$ cat src/rtl/key_debounce_multi_if.sv
// Key/LED signal bundle between raw board keys, the debouncer and user logic.
interface key_debounce_multi_if #(
  parameter int unsigned N_KEYS = 3
);
  logic [N_KEYS-1:0] key_in;
  logic [N_KEYS-1:0] key_level;
  logic [N_KEYS-1:0] key_press;
  logic [N_KEYS-1:0] key_release;
  logic [N_KEYS-1:0] led;
  logic [N_KEYS-1:0] led_clr;

  // Board/user side: drives raw keys and LED clears, observes debounced results.
  modport master (
    output key_in,
    output led_clr,
    input  key_level,
    input  key_press,
    input  key_release,
    input  led
  );

  // Debouncer side.
  modport slave (
    input  key_in,
    input  led_clr,
    output key_level,
    output key_press,
    output key_release,
    output led
  );
endinterface

$ cat src/rtl/key_debounce_multi.sv
// N-channel push-button debouncer: per-channel two-flop synchroniser,
// stability-counter FSM, press/release pulses and a build-time LED mode
// (0 = toggle on press, 1 = follow level, 2 = pulse stretch).
module key_debounce_multi #(
  parameter int unsigned N_KEYS         = 3,
  parameter int unsigned CNT_W          = 20,
  parameter int unsigned DEBOUNCE_CYC   = 'hF423F,
  parameter int unsigned LED_MODE       = 0,
  parameter int unsigned STRETCH_CYC    = 25000000,
  parameter bit          KEY_ACTIVE_LOW = 1'b1
) (
  input  logic                  clk,
  input  logic                  rst_n,
  key_debounce_multi_if.slave   bus
);

  localparam int unsigned STR_W = CNT_W + 6;

  // Acceptance happens on the edge that brings the counter to DEBOUNCE_CYC-1,
  // i.e. when the registered count still reads DEBOUNCE_CYC-2. Together with the
  // entry cycle this gives exactly DEBOUNCE_CYC stable samples of sync.
  localparam logic [CNT_W-1:0] ACCEPT_AT    = CNT_W'(DEBOUNCE_CYC - 32'd2);
  localparam logic [STR_W-1:0] STRETCH_LOAD = STR_W'(STRETCH_CYC);
  localparam logic [N_KEYS-1:0] REL_RAW     = KEY_ACTIVE_LOW ? '1 : '0;

  typedef enum logic [1:0] {
    IDLE_REL,
    WAIT_PRS,
    IDLE_PRS,
    WAIT_REL
  } state_t;

  logic [N_KEYS-1:0] meta_q;
  logic [N_KEYS-1:0] sync_q;
  logic [N_KEYS-1:0] sync;

  state_t            state_q [N_KEYS];
  logic [CNT_W-1:0]  cnt_q   [N_KEYS];
  logic [N_KEYS-1:0] level_q;
  logic [N_KEYS-1:0] press_q;
  logic [N_KEYS-1:0] rel_q;
  logic [N_KEYS-1:0] acc_press;
  logic [N_KEYS-1:0] acc_rel;

  logic [N_KEYS-1:0] tog_q;
  logic [STR_W-1:0]  str_q   [N_KEYS];
  logic [N_KEYS-1:0] str_on;
  logic [N_KEYS-1:0] led_w;

  // Two-flop synchroniser; resets to the released raw level.
  always_ff @(posedge clk or negedge rst_n) begin
    if (!rst_n) begin
      meta_q <= REL_RAW;
      sync_q <= REL_RAW;
    end else begin
      meta_q <= bus.key_in;
      sync_q <= meta_q;
    end
  end

  assign sync = KEY_ACTIVE_LOW ? ~sync_q : sync_q;

  // Per-channel acceptance strobes, shared by the FSM and the LED logic.
  always_comb begin
    acc_press = '0;
    acc_rel   = '0;
    for (int unsigned i = 0; i < N_KEYS; i++) begin
      acc_press[i] = (state_q[i] == WAIT_PRS) && sync[i]  && (cnt_q[i] == ACCEPT_AT);
      acc_rel[i]   = (state_q[i] == WAIT_REL) && !sync[i] && (cnt_q[i] == ACCEPT_AT);
    end
  end

  // Debounce FSM per channel with registered level and pulse outputs.
  always_ff @(posedge clk or negedge rst_n) begin
    if (!rst_n) begin
      for (int unsigned i = 0; i < N_KEYS; i++) begin
        state_q[i] <= IDLE_REL;
        cnt_q[i]   <= '0;
      end
      level_q <= '0;
      press_q <= '0;
      rel_q   <= '0;
    end else begin
      press_q <= acc_press;
      rel_q   <= acc_rel;
      for (int unsigned i = 0; i < N_KEYS; i++) begin
        unique case (state_q[i])
          IDLE_REL: begin
            if (sync[i]) begin
              state_q[i] <= WAIT_PRS;
              cnt_q[i]   <= '0;
            end
          end
          WAIT_PRS: begin
            if (!sync[i]) begin
              state_q[i] <= IDLE_REL;
            end else if (acc_press[i]) begin
              state_q[i] <= IDLE_PRS;
              level_q[i] <= 1'b1;
            end else begin
              cnt_q[i] <= cnt_q[i] + CNT_W'(1);
            end
          end
          IDLE_PRS: begin
            if (!sync[i]) begin
              state_q[i] <= WAIT_REL;
              cnt_q[i]   <= '0;
            end
          end
          WAIT_REL: begin
            if (sync[i]) begin
              state_q[i] <= IDLE_PRS;
            end else if (acc_rel[i]) begin
              state_q[i] <= IDLE_REL;
              level_q[i] <= 1'b0;
            end else begin
              cnt_q[i] <= cnt_q[i] + CNT_W'(1);
            end
          end
          default: state_q[i] <= IDLE_REL;
        endcase
      end
    end
  end

  // Toggle bit and stretch counter; led_clr has priority over a same-cycle press.
  always_ff @(posedge clk or negedge rst_n) begin
    if (!rst_n) begin
      tog_q <= '0;
      for (int unsigned i = 0; i < N_KEYS; i++) begin
        str_q[i] <= '0;
      end
    end else begin
      tog_q <= (tog_q ^ acc_press) & ~bus.led_clr;
      for (int unsigned i = 0; i < N_KEYS; i++) begin
        if (bus.led_clr[i]) begin
          str_q[i] <= '0;
        end else if (acc_press[i]) begin
          str_q[i] <= STRETCH_LOAD;
        end else if (str_q[i] != '0) begin
          str_q[i] <= str_q[i] - STR_W'(1);
        end
      end
    end
  end

  // LED source selected by build mode; unused sources are pruned in synthesis.
  always_comb begin
    str_on = '0;
    for (int unsigned i = 0; i < N_KEYS; i++) begin
      str_on[i] = (str_q[i] != '0);
    end
    if (LED_MODE == 1) begin
      led_w = level_q;
    end else if (LED_MODE == 2) begin
      led_w = str_on;
    end else begin
      led_w = tog_q;
    end
  end

  assign bus.key_level   = level_q;
  assign bus.key_press   = press_q;
  assign bus.key_release = rel_q;
  assign bus.led         = led_w;

endmodule

$ cat src/flat_wrapper.sv
// flat-port wrapper written by rule: the top's interface ports become plain ports
module key_debounce_multi_flat 
#(
  parameter int unsigned N_KEYS         = 3,
  parameter int unsigned CNT_W          = 20,
  parameter int unsigned DEBOUNCE_CYC   = 'hF423F,
  parameter int unsigned LED_MODE       = 0,
  parameter int unsigned STRETCH_CYC    = 25000000,
  parameter bit          KEY_ACTIVE_LOW = 1'b1
)
  (clk, rst_n, bus_key_in, bus_led_clr, bus_key_level, bus_key_press, bus_key_release, bus_led);
  key_debounce_multi_if #(.N_KEYS(N_KEYS)) bus_i ();
  input  logic clk;
  input  logic rst_n;
  input wire logic [$bits(bus_i.key_in)-1:0] bus_key_in;
  input wire logic [$bits(bus_i.led_clr)-1:0] bus_led_clr;
  output wire logic [$bits(bus_i.key_level)-1:0] bus_key_level;
  output wire logic [$bits(bus_i.key_press)-1:0] bus_key_press;
  output wire logic [$bits(bus_i.key_release)-1:0] bus_key_release;
  output wire logic [$bits(bus_i.led)-1:0] bus_led;
  assign bus_i.key_in = bus_key_in;
  assign bus_i.led_clr = bus_led_clr;
  assign bus_key_level = bus_i.key_level;
  assign bus_key_press = bus_i.key_press;
  assign bus_key_release = bus_i.key_release;
  assign bus_led = bus_i.led;
  key_debounce_multi #(.N_KEYS(N_KEYS), .CNT_W(CNT_W), .DEBOUNCE_CYC(DEBOUNCE_CYC), .LED_MODE(LED_MODE), .STRETCH_CYC(STRETCH_CYC), .KEY_ACTIVE_LOW(KEY_ACTIVE_LOW)) u_core (.clk(clk), .rst_n(rst_n), .bus(bus_i));
endmodule
$ cat config.mk
export PLATFORM = sky130hd
export DESIGN_NAME = key_debounce_multi_flat
export DESIGN_NICKNAME = d
export VERILOG_FILES = /design/src/rtl/key_debounce_multi_if.sv /design/src/rtl/key_debounce_multi.sv /design/src/flat_wrapper.sv
export SDC_FILE = /design/constraint.sdc
export NUM_CORES = 1
export LEC_CHECK = 0
export ABC_CLOCK_PERIOD_IN_PS = 4900
export CORE_UTILIZATION = 40
export DETAILED_ROUTE_END_ITERATION = 10
export PLACE_DENSITY = 0.66
export SLEW_MARGIN = 20
export SYNTH_ARGS = -nofsm -noshare
export SYNTH_HDL_FRONTEND = slang
export SYNTH_SLANG_ARGS = --single-unit
$ cat constraint.sdc
create_clock -name clk -period 4.9 [get_ports clk]
set_input_delay 0.49 -clock clk [delete_from_list [all_inputs] [get_ports clk]]
set_output_delay 0.49 -clock clk [all_outputs]
set_load 0.01 [all_outputs]
==> results.toml, run 1 <==
[route]
drt_first_iter_violations = 156
drt-wirelength-per-cell_um = 15.4
postRouteWirelength_mm = 9.52
ant_nets = 0
vias = 3600
vias_per_cell = 5.82
drt-pass1-iter-count = 4
drc_violations = 0

[worst_setup_path]
rrSetupSlack_ns = 2.51
worst_setup_path_startpoint = "u_core.cnt_q[52]"
timing.critical_path.to = "u_core.bus.key_level[0]"
path_cells = "nor4b_1 > nand4_1 > nor3_2 > nor2b_1 > or3_1"
r2r.worst_path.cells = 5
cpPeakStageDelay_ns = 0.59
critical_path_peak_fanout = 13
crit_path_leading_delay_family = "simple AND/OR/NAND/NOR gates"
critical_path.reg2reg.startpoint = "u_core.cnt_q[52]"
critical_path_class = "reg2reg"
worstSetupStartpointType = "flop"
worstPathBufferInverterCount = 0
slowest_stage = "nor3_2"
timing.critical_path.arrival_ns = 2.62
worst_r2r_endpoint = "u_core.bus.key_level[0]"
worstSetupEndpointType = "flop"
crit_cells = 5
cp_data_required_time_ns = 5.14

[timing]
finalSetupTns_ns = 0
timing.final.ws_setup_ns = 2.51
max-slew-margin-rel_pct = 40.3
max_freq_ghz = 0.419
setup_viol_count_final = 0
layout_worst_path_cycle_share_pct = 48.7
hold_viol = 0
worst-slew-pin-transition_ns = 0.892
post-route-min-period_ns = 2.39
rsz0062_at_grt = "no"
final_max_slew_viol_count = 0
clock_skew_ns = 0.0116

[clock_network]
number_of_gates_resized_after_cts = 0
cts_root_buffer = "clkbuf_8"
clk_pin_slew_worst_paths_ns = 0.09
post_cts_hold_buffer_count = 0
cts_buffers = 9
cts_setup_buffers = 0
cts_buffer_depth = 2
clock_tree_from_tritoncts = "built"
tritoncts_sinks = 84
insertion_delay_ns = 0.35
clock_tree.htree_level_count = 3

[logic_synthesis]
yosysWarnings = 0
postSynthRegisterBits = 84
synthesis.area_per_instance_um2 = 9.52
synth_cell_type_count = 60
ys_seq_area_share_pct = 47.7
synth.net_count = 479
edff_count_synth = 0
synth-async-reset-ratio_pct = 100
prevailing_post_synth_register_cell = "dfrtp_1"
post_synth_inst_count = 465
netlist_area_pre_place_um2 = 4430

[grt]
grt_start_max_net_pins = 85
globalRoute.totalOverflow = 0
first_global_vias = 3522
grt_pass1_wl_mm = 16.8
gr-usage-all-layers_pct = 18.2
grt_antenna_before_repair = 0

[power]
p_clk_share_pct = 39.2
power_density_nw_per_um2 = 277
reg_power_share_pct = 54.8
power.net_switching_uw = 334
pwr-share-comb_pct = 6.0
p_int_mw = 1.03
static-leakage-power_nw = 1.98
ir_drop_uv = 167
switching_share_pct = 24.5

[placement]
io_buffers = 19
detailed_place_hpwl_mm = 6.43
preCtsSetupSlack_ns = 2.25
place_congestion = 0.837
dp.cells = 603

[finish]
areaGrowthSynthToFinish_pct = 11.2
antenna-diode-count = 0
final_cells = 619
final_layout_size_suffix_gt1_share_pct = 7.31
nets = 488

[floorplan]
placementRows = 38
chipWidth_um = 107
floorplan.initialDensity_pct = 41.0
core_area_um2 = 10800
dieArea_um2 = 11500
fp.dieH_um = 107
ioPinCount = 20

[outcome]
status = "finished clean"

[worst_hold_path]
hold_class = "in2async"

[job]
max_cap_violations = 0
per-stage QoR:
| step | power (mW) | area, um2 | util [%] | hold WS, ns |
|---|---|---|---|---|
| 2_1_floorplan | 0.807 | 4430 | - | 0.194 |
| 3_3_place_gp | 0.837 | 4700 | 43.6 | 0.346 |
| 3_5_place_dp | 0.842 | 4700 | 43.6 | 0.348 |
| 4_1_cts | 1.38 | 4910 | 45.5 | 0.360 |
| 5_1_grt | 1.42 | 4920 | 45.6 | 0.250 |
| 6_report | 1.36 | 4920 | 45.6 | 0.182 |
synth_stat cells, types with 2 or more instances:
cell type / number / area share [%]
nor2b_1: 3 / 0.42
a211o_1: 2 / 0.40
dfstp_2: 6 / 3.6
nand2_1: 37 / 3.1
nor2_1: 45 / 3.8
a31o_2: 2 / 0.40
and4_1: 10 / 2.0
and3_1: 12 / 1.7
a31oi_1: 2 / 0.28
a41oi_1: 3 / 0.59
a21oi_1: 26 / 2.9
nand2b_1: 2 / 0.28
a311oi_1: 2 / 0.40
o21ai_0: 23 / 2.6
nor4b_1: 2 / 0.40
buf_2: 2 / 0.23
nand4b_1: 2 / 0.40
xor2_1: 11 / 2.2
inv_1: 12 / 1.0
o211ai_1: 4 / 0.68
xnor2_1: 13 / 2.6
nand3_1: 26 / 2.9
nor4_1: 9 / 1.3
ha_1: 6 / 1.7
mux2i_1: 6 / 1.4
nor3_1: 7 / 0.79
o31ai_1: 10 / 1.7
a22o_1: 6 / 1.2
clkbuf_1: 17 / 1.4
nand4_1: 21 / 3.0
nor3b_1: 2 / 0.34
or3_1: 14 / 2.0
dfrtp_1: 78 / 44
and2_1: 2 / 0.28
or4_1: 11 / 1.9
o21ai_1: 3 / 0.34
a21boi_0: 2 / 0.34
buf_6: 2 / 0.51
worst min path at each step:
stage                     start                          to  cells after the start
2_1_floorplan             rst_n  asynchronous set/reset pin                      0
3_3_place_gp   u_core.meta_q[1]            u_core.sync_q[1]                      0
3_5_place_dp   u_core.meta_q[1]            u_core.sync_q[1]                      0
4_1_cts        u_core.meta_q[1]            u_core.sync_q[1]                      0
5_1_grt                   rst_n            u_core.cnt_q[55]                      1
6_report                  rst_n            u_core.cnt_q[55]                      1
cell usage in the layout (no fill, tap or decap), types with 6 or more instances in the layout:
cell             instances
xnor2_1                 13
inv_1                   12
o31ai_1                 10
nor2_1                  44
nand2_1                 37
or3_1                   14
clkbuf_8                 9
clkdlybuf4s50_1         18
nand4_1                 21
nor3_1                   6
ha_1                     6
a21oi_1                 26
a22o_1                   6
xor2_1                  10
and4_1                  10
and3_1                  12
or4_1                   11
dfstp_2                  6
nand3_1                 26
nor4_1                   9
dfrtp_1                 78
o21ai_0                 23
mux2i_1                  6
layout make-up:
| class | instances | area [um2] |
|---|---|---|
| inverter | 12 | 45.0 |
| multi-input combinational | 347 | 2180 |
| timing repair buffer | 20 | 199 |
| clock inverter | 5 | 77.6 |
| sequential | 84 | 2110 |
| clock buffer | 11 | 131 |
| fill | 1028 | 5870 |
| tap | 140 | 175 |
kinds of logic after synthesis:
kind of cell	count (synthesis)	share of synthesized area [%]
fa+ha+maj	6	1.70
simple gates	215	27.0
buf+inv	34	3.31
compound gates	95	14.0
xor+xnor	24	4.75
flops	84	47.7
mux	7	1.61
registers in the layout, indices dropped and copies added, names as in the netlist, named ones only:
| register | cells |
|---|---|
| u_core.bus.key_level | 3 |
| u_core.bus.key_press | 3 |
| u_core.state_q | 3 |
| u_core.cnt_q | 60 |
| u_core.bus.led | 3 |
| u_core.sync_q | 3 |
| u_core.bus.key_release | 3 |
| u_core.meta_q | 3 |
layer usage:
metal,vias up,track usage (%),part of all wire (%)
met3,10,2.55,3.0
met1,1772,25.1,47
met5,-,0,0
met2,75,29.1,48
li1,1743,-,-
met4,0,6.95,1.6
power by group through the flow:
stage                     Sequential, mW  Clock [mW]  Combinational (mW)
after CTS                          0.746       0.550              0.0830
after floorplan                    0.738           0              0.0690
final                              0.747       0.535              0.0814
after global routing               0.751       0.577              0.0956
after global placement             0.758           0              0.0793
after detailed placement           0.760           0              0.0823
No activity file was read; power rests on OpenSTA's default activity.
==> run 2: changes to the inputs <==
--- a/config.mk
+++ b/config.mk
@@ -5,7 +5,7 @@
 export SDC_FILE = /design/constraint.sdc
 export NUM_CORES = 1
 export LEC_CHECK = 0
-export ABC_CLOCK_PERIOD_IN_PS = 4900
+export ABC_CLOCK_PERIOD_IN_PS = 2370
 export CORE_UTILIZATION = 40
 export DETAILED_ROUTE_END_ITERATION = 10
 export PLACE_DENSITY = 0.66
==> constraint.sdc (replaced) <==
create_clock -name clk -period 2.37 [get_ports clk]
set_input_delay 0.237 -clock clk [delete_from_list [all_inputs] [get_ports clk]]
set_output_delay 0.237 -clock clk [all_outputs]
set_load 0.01 [all_outputs]
==> run 2 against run 1 <==
Compared with the run above: sequential power rose by 110%; wire length fell by 0.30%; sequential cell count unchanged; global-route usage fell by 0.066 points; count of clock-buffer cells in the layout up 1; power grew 100%; hold slack improved by 0.089 ns; critical path depth stayed put; sequential share of layout area decreased by 0.90 points; final cell count grew 2.6%; combinational power is 130% higher; clock skew shrank 0.0016 ns; largest power group unchanged; highest routed layer unchanged.
==> results.toml, run 2 (synthesized netlist as in run 1, its figures left out) <==
[floorplan]
chipWidth_um = 107
floorplan.initialDensity_pct = 41.0
fp.dieH_um = 107
core_area_um2 = 10800
dieArea_um2 = 11500
placementRows = 38
ioPinCount = 20

[power]
ir_drop_uv = 373
static-leakage-power_nw = 2.06
power_density_nw_per_um2 = 552

[grt]
grt_start_max_net_pins = 46
gr-usage-all-layers_pct = 18.1
globalRoute.totalOverflow = 0
grt_pass1_wl_mm = 16.4
grt_antenna_before_repair = 0
first_global_vias = 3384

[timing]
hold_viol = 0
finalSetupTns_ns = 0
rsz0062_at_grt = "no"
post-route-min-period_ns = 2.21
final_max_slew_viol_count = 0
max-slew-margin-rel_pct = 61.0
setup_viol_count_final = 0
max_freq_ghz = 0.452
hold_ws_ns = 0.272
worst-slew-pin-transition_ns = 0.585
clock_skew_ns = 0.00999
layout_worst_path_cycle_share_pct = 93.3

[finish]
layout.cells.most_common = "dfrtp_1"
final_layout_size_suffix_gt1_share_pct = 9.90
largest_reg_flops = 60
top_register = "u_core.cnt_q"
layout.cells.most_common_list = "dfrtp_1 (78), nor2_1 (45), nand2_1 (37)"
antenna-diode-count = 0
nets = 504
final_cells = 635
areaGrowthSynthToFinish_pct = 13.6

[clock_network]
cts_buffers = 9
cts_root_buffer = "clkbuf_8"
cts_buffer_depth = 2
clock_tree.htree_level_count = 3
clock_tree_from_tritoncts = "built"
tritoncts_sinks = 84
cts_setup_buffers = 0
insertion_delay_ns = 0.36
clk_pin_slew_worst_paths_ns = 0.08

[route]
drt_first_iter_violations = 174
vias_per_cell = 5.68
drc_violations = 0
postRouteWirelength_mm = 9.49
vias = 3609
drt-wirelength-per-cell_um = 14.9
ant_nets = 0
drt-pass1-iter-count = 4

[worst_setup_path]
worstSetupStartpointType = "flop"
worst_r2r_endpoint = "u_core.cnt_q[7]"
cpPeakStageDelay_ns = 0.52
rrSetupSlack_ns = 0.16
critical_path.reg2reg.startpoint = "u_core.cnt_q[6]"
timing.critical_path.arrival_ns = 2.46
worstPathBufferInverterCount = 0
r2r.worst_path.cells = 5
slowest_stage = "or4b_1"
critical_path_class = "reg2reg"
crit_path_leading_delay_family = "simple AND/OR/NAND/NOR gates"
cp_data_required_time_ns = 2.62
worstSetupEndpointType = "flop"
critical_path_peak_fanout = 15
path_cells = "or4b_1 > or3_1 > o21ai_4 > or4_1 > a21oi_1"

[placement]
place_congestion = 0.863
io_buffers = 19
detailed_place_hpwl_mm = 6.52
dp.cells = 618

[worst_hold_path]
holdPathStages = 1
hold_path.startpoint = "bus_key_in[0]"
hold_end = "u_core.meta_q[0]"
hold_class = "in2reg"

[job]
max_cap_violations = 0

[outcome]
status = "finished clean"
-- run 2: per-stage QoR --
stage	instance area [um2]	util (%)	setup slack, ns	power (mW)
after floorplan	4430	-	0.331	1.67
after global placement	4810	44.6	0.242	1.75
after detailed placement	4810	44.6	0.192	1.75
after CTS	5030	46.6	0.173	2.81
after global routing	5030	46.6	0.0416	2.90
final	5030	46.6	0.160	2.77
-- run 2: worst max path at each step --
| stage | from | end | slack, ns | cells past startpoint |
|---|---|---|---|---|
| floorplan | u_core.sync_q[2] | u_core.cnt_q[16] | 0.33 | 6 |
| global placement | u_core.cnt_q[6] | u_core.cnt_q[8] | 0.24 | 5 |
| detailed placement | u_core.cnt_q[6] | u_core.cnt_q[7] | 0.19 | 5 |
| CTS | u_core.cnt_q[6] | u_core.cnt_q[7] | 0.17 | 5 |
| global route | u_core.cnt_q[6] | u_core.cnt_q[9] | 0.04 | 5 |
| finish | u_core.cnt_q[6] | u_core.cnt_q[7] | 0.16 | 5 |
-- run 2: area by class of cell --
class	instances	area, um2
multi-input cells	347	2180
flip-flops and latches	84	2110
clock buffers	12	155
repair buffers	36	318
clock inverters	4	47.5
inverters	12	45.0
well taps	140	175
fillers	1004	5770
-- run 2: power by group --
group	internal (mW)	switching, mW
logic	0.0737	0.112
registers	1.47	0.0648
clock network	0.541	0.508
-- run 2: metal layers --
metal  part of all wire [%]  GRT usage, %  wire length [um]  vias to the layer above
met1                     48          24.8              4600                     1766
li1                       -             -                 -                     1780
met3                    3.7          3.47               355                       10
met2                     46          28.7              4400                       53
met5                      0             0                 0                        -
met4                    1.4          6.46               129                        0
-- run 2: timing repair --
item / 4_1_cts / 5_1_grt
resized for setup: 0 / 0
hold endpoints to repair: 38 / 0
hold buffers: 1 / 0
==> run 3: changes to the inputs <==
--- a/config.mk
+++ b/config.mk
@@ -6,6 +6,7 @@
 export NUM_CORES = 1
 export LEC_CHECK = 0
 export ABC_CLOCK_PERIOD_IN_PS = 2370
+export CORE_MARGIN = 2
 export CORE_UTILIZATION = 40
 export DETAILED_ROUTE_END_ITERATION = 10
 export PLACE_DENSITY = 0.66
==> run 3 against run 2 <==
Compared with the run above: sequential power is essentially flat; sequential cell count is the same; first-iteration DRC count grew 4.6%; largest power group unchanged.
==> results.toml, run 3 (synthesized netlist as in run 1, its figures left out) <==
[worst_setup_path]
timing.critical_path.arrival_ns = 2.46
path_cells = "or4b_1 > or3_1 > o21ai_4 > or3b_2 > o21ai_1"
rrSetupSlack_ns = 0.17
worstSetupStartpointType = "flop"
cpPeakStageDelay_ns = 0.51
critical_path_class = "reg2reg"
critical_path_peak_fanout = 15
slowest_stage = "or3_1"
cp_data_required_time_ns = 2.62
worstSetupEndpointType = "flop"

[route]
drt-wirelength-per-cell_um = 14.7
drt-pass1-iter-count = 4
drc_violations = 0
ant_nets = 0
vias_per_cell = 5.63
vias = 3567
drt_first_iter_violations = 182
postRouteWirelength_mm = 9.32

[grt]
globalRoute.totalOverflow = 0
grt_start_max_net_pins = 45
first_global_vias = 3437
grt_pass1_wl_mm = 16.3
gr-usage-all-layers_pct = 17.3
grt_antenna_before_repair = 0

[timing]
setup_viol_count_final = 0
hold_ws_ns = 0.271
rsz0062_at_grt = "no"
clock_skew_ns = 0.00626
worst-slew-pin-transition_ns = 0.539
finalSetupTns_ns = 0
max-slew-margin-rel_pct = 64.1
post-route-min-period_ns = 2.20
final_max_slew_viol_count = 0
max_freq_ghz = 0.454
layout_worst_path_cycle_share_pct = 93.0
hold_viol = 0

[floorplan]
dieArea_um2 = 11900
ioPinCount = 20
floorplan.initialDensity_pct = 40.8
placementRows = 38
core_area_um2 = 10800
chipWidth_um = 109
fp.dieH_um = 109

[finish]
largest_reg_flops = 60
areaGrowthSynthToFinish_pct = 14.4
final_layout_size_suffix_gt1_share_pct = 9.51
top_register = "u_core.cnt_q"
layout.cells.most_common = "dfrtp_1"
layout.cells.most_common_list = "dfrtp_1 (78), nor2_1 (45), nand2_1 (37)"
sequential_cell_area_um2 = 2110
nets = 503
post_route_standard_cell_area_excluding_fillers_um2 = 5060
antenna-diode-count = 0
final_util_pct = 46.7
combined_area_of_the_multi_input_logic_cells_um2 = 2180
final.fill_count = 1050

[clock_network]
clk_pin_slew_worst_paths_ns = 0.08
clock_tree_from_tritoncts = "built"
cts_buffer_depth = 2
tritoncts_sinks = 84
cts_root_buffer = "clkbuf_8"
cts_buffers = 9
clock_tree.htree_level_count = 3
insertion_delay_ns = 0.36
cts_setup_buffers = 0

[placement]
place_congestion = 0.838
detailed_place_hpwl_mm = 6.58
dpl-instance-area_um2 = 4820
io_buffers = 19

[power]
power_density_nw_per_um2 = 578
report.power.total_mw = 2.93
static-leakage-power_nw = 2.07
ir_drop_uv = 381

[outcome]
status = "finished clean"

[job]
max_cap_violations = 0

[worst_hold_path]
hold_class = "in2reg"
## run 3: area by class of cell
class	instances	area share, %
repair buffers	35	6.38
inverters	12	0.890
flip-flops and latches	84	41.7
clock inverters	5	1.98
well taps	140	3.46
multi-input cells	347	43.0
clock buffers	11	2.60
## run 3: metal layers
| layer | GRT usage (%) | vias up | wire length, um |
|---|---|---|---|
| met3 | 3.95 | 7 | 294 |
| met5 | 0 | - | 0 |
| met1 | 22.8 | 1745 | 4490 |
| li1 | - | 1766 | - |
| met2 | 28.6 | 49 | 4450 |
| met4 | 5.06 | 0 | 85 |
## run 3: power by group
group          switching, mW  leakage [nW]  internal, mW  total (mW)
logic                  0.112         0.814        0.0752       0.187
registers             0.0647          1.14          1.47        1.54
clock network          0.504         0.117         0.697        1.20
## run 3: path summary, 6_finish.rpt
| path | from | endpoint | cells past startpoint |
|---|---|---|---|
| setup / recovery | u_core.cnt_q[6] | u_core.cnt_q[1] | 5 |
| hold / removal | bus_key_in[1] | u_core.meta_q[1] | 1 |
| setup reg to reg | u_core.cnt_q[6] | u_core.cnt_q[1] | 5 |
| hold reg to reg | u_core.meta_q[2] | u_core.sync_q[2] | 0 |
| max in group asynchronous | rst_n | u_core.meta_q[0] | 3 |
| min in group asynchronous | rst_n | u_core.cnt_q[12] | 2 |
## run 3: metrics by stage
stage	worst slack (ns)	cells
after floorplan	0.331	465
after global placement	0.244	617
after detailed placement	0.180	617
after CTS	0.165	634
after global routing	0.0561	634
final	0.166	634
## run 3: worst max-delay path, delay by kind of cell (launching register included)
family             cells  cell delay (ns)
and+or+nand+nor        3             1.20
DFF                    1             0.44
AOI/OAI and AO/OA      2             0.45
## run 3: timing repair
action                                 in CTS  in global routing
endpoints found under the hold margin      40                  0
hold buffers                                1                  0
resized for setup                           0                  0
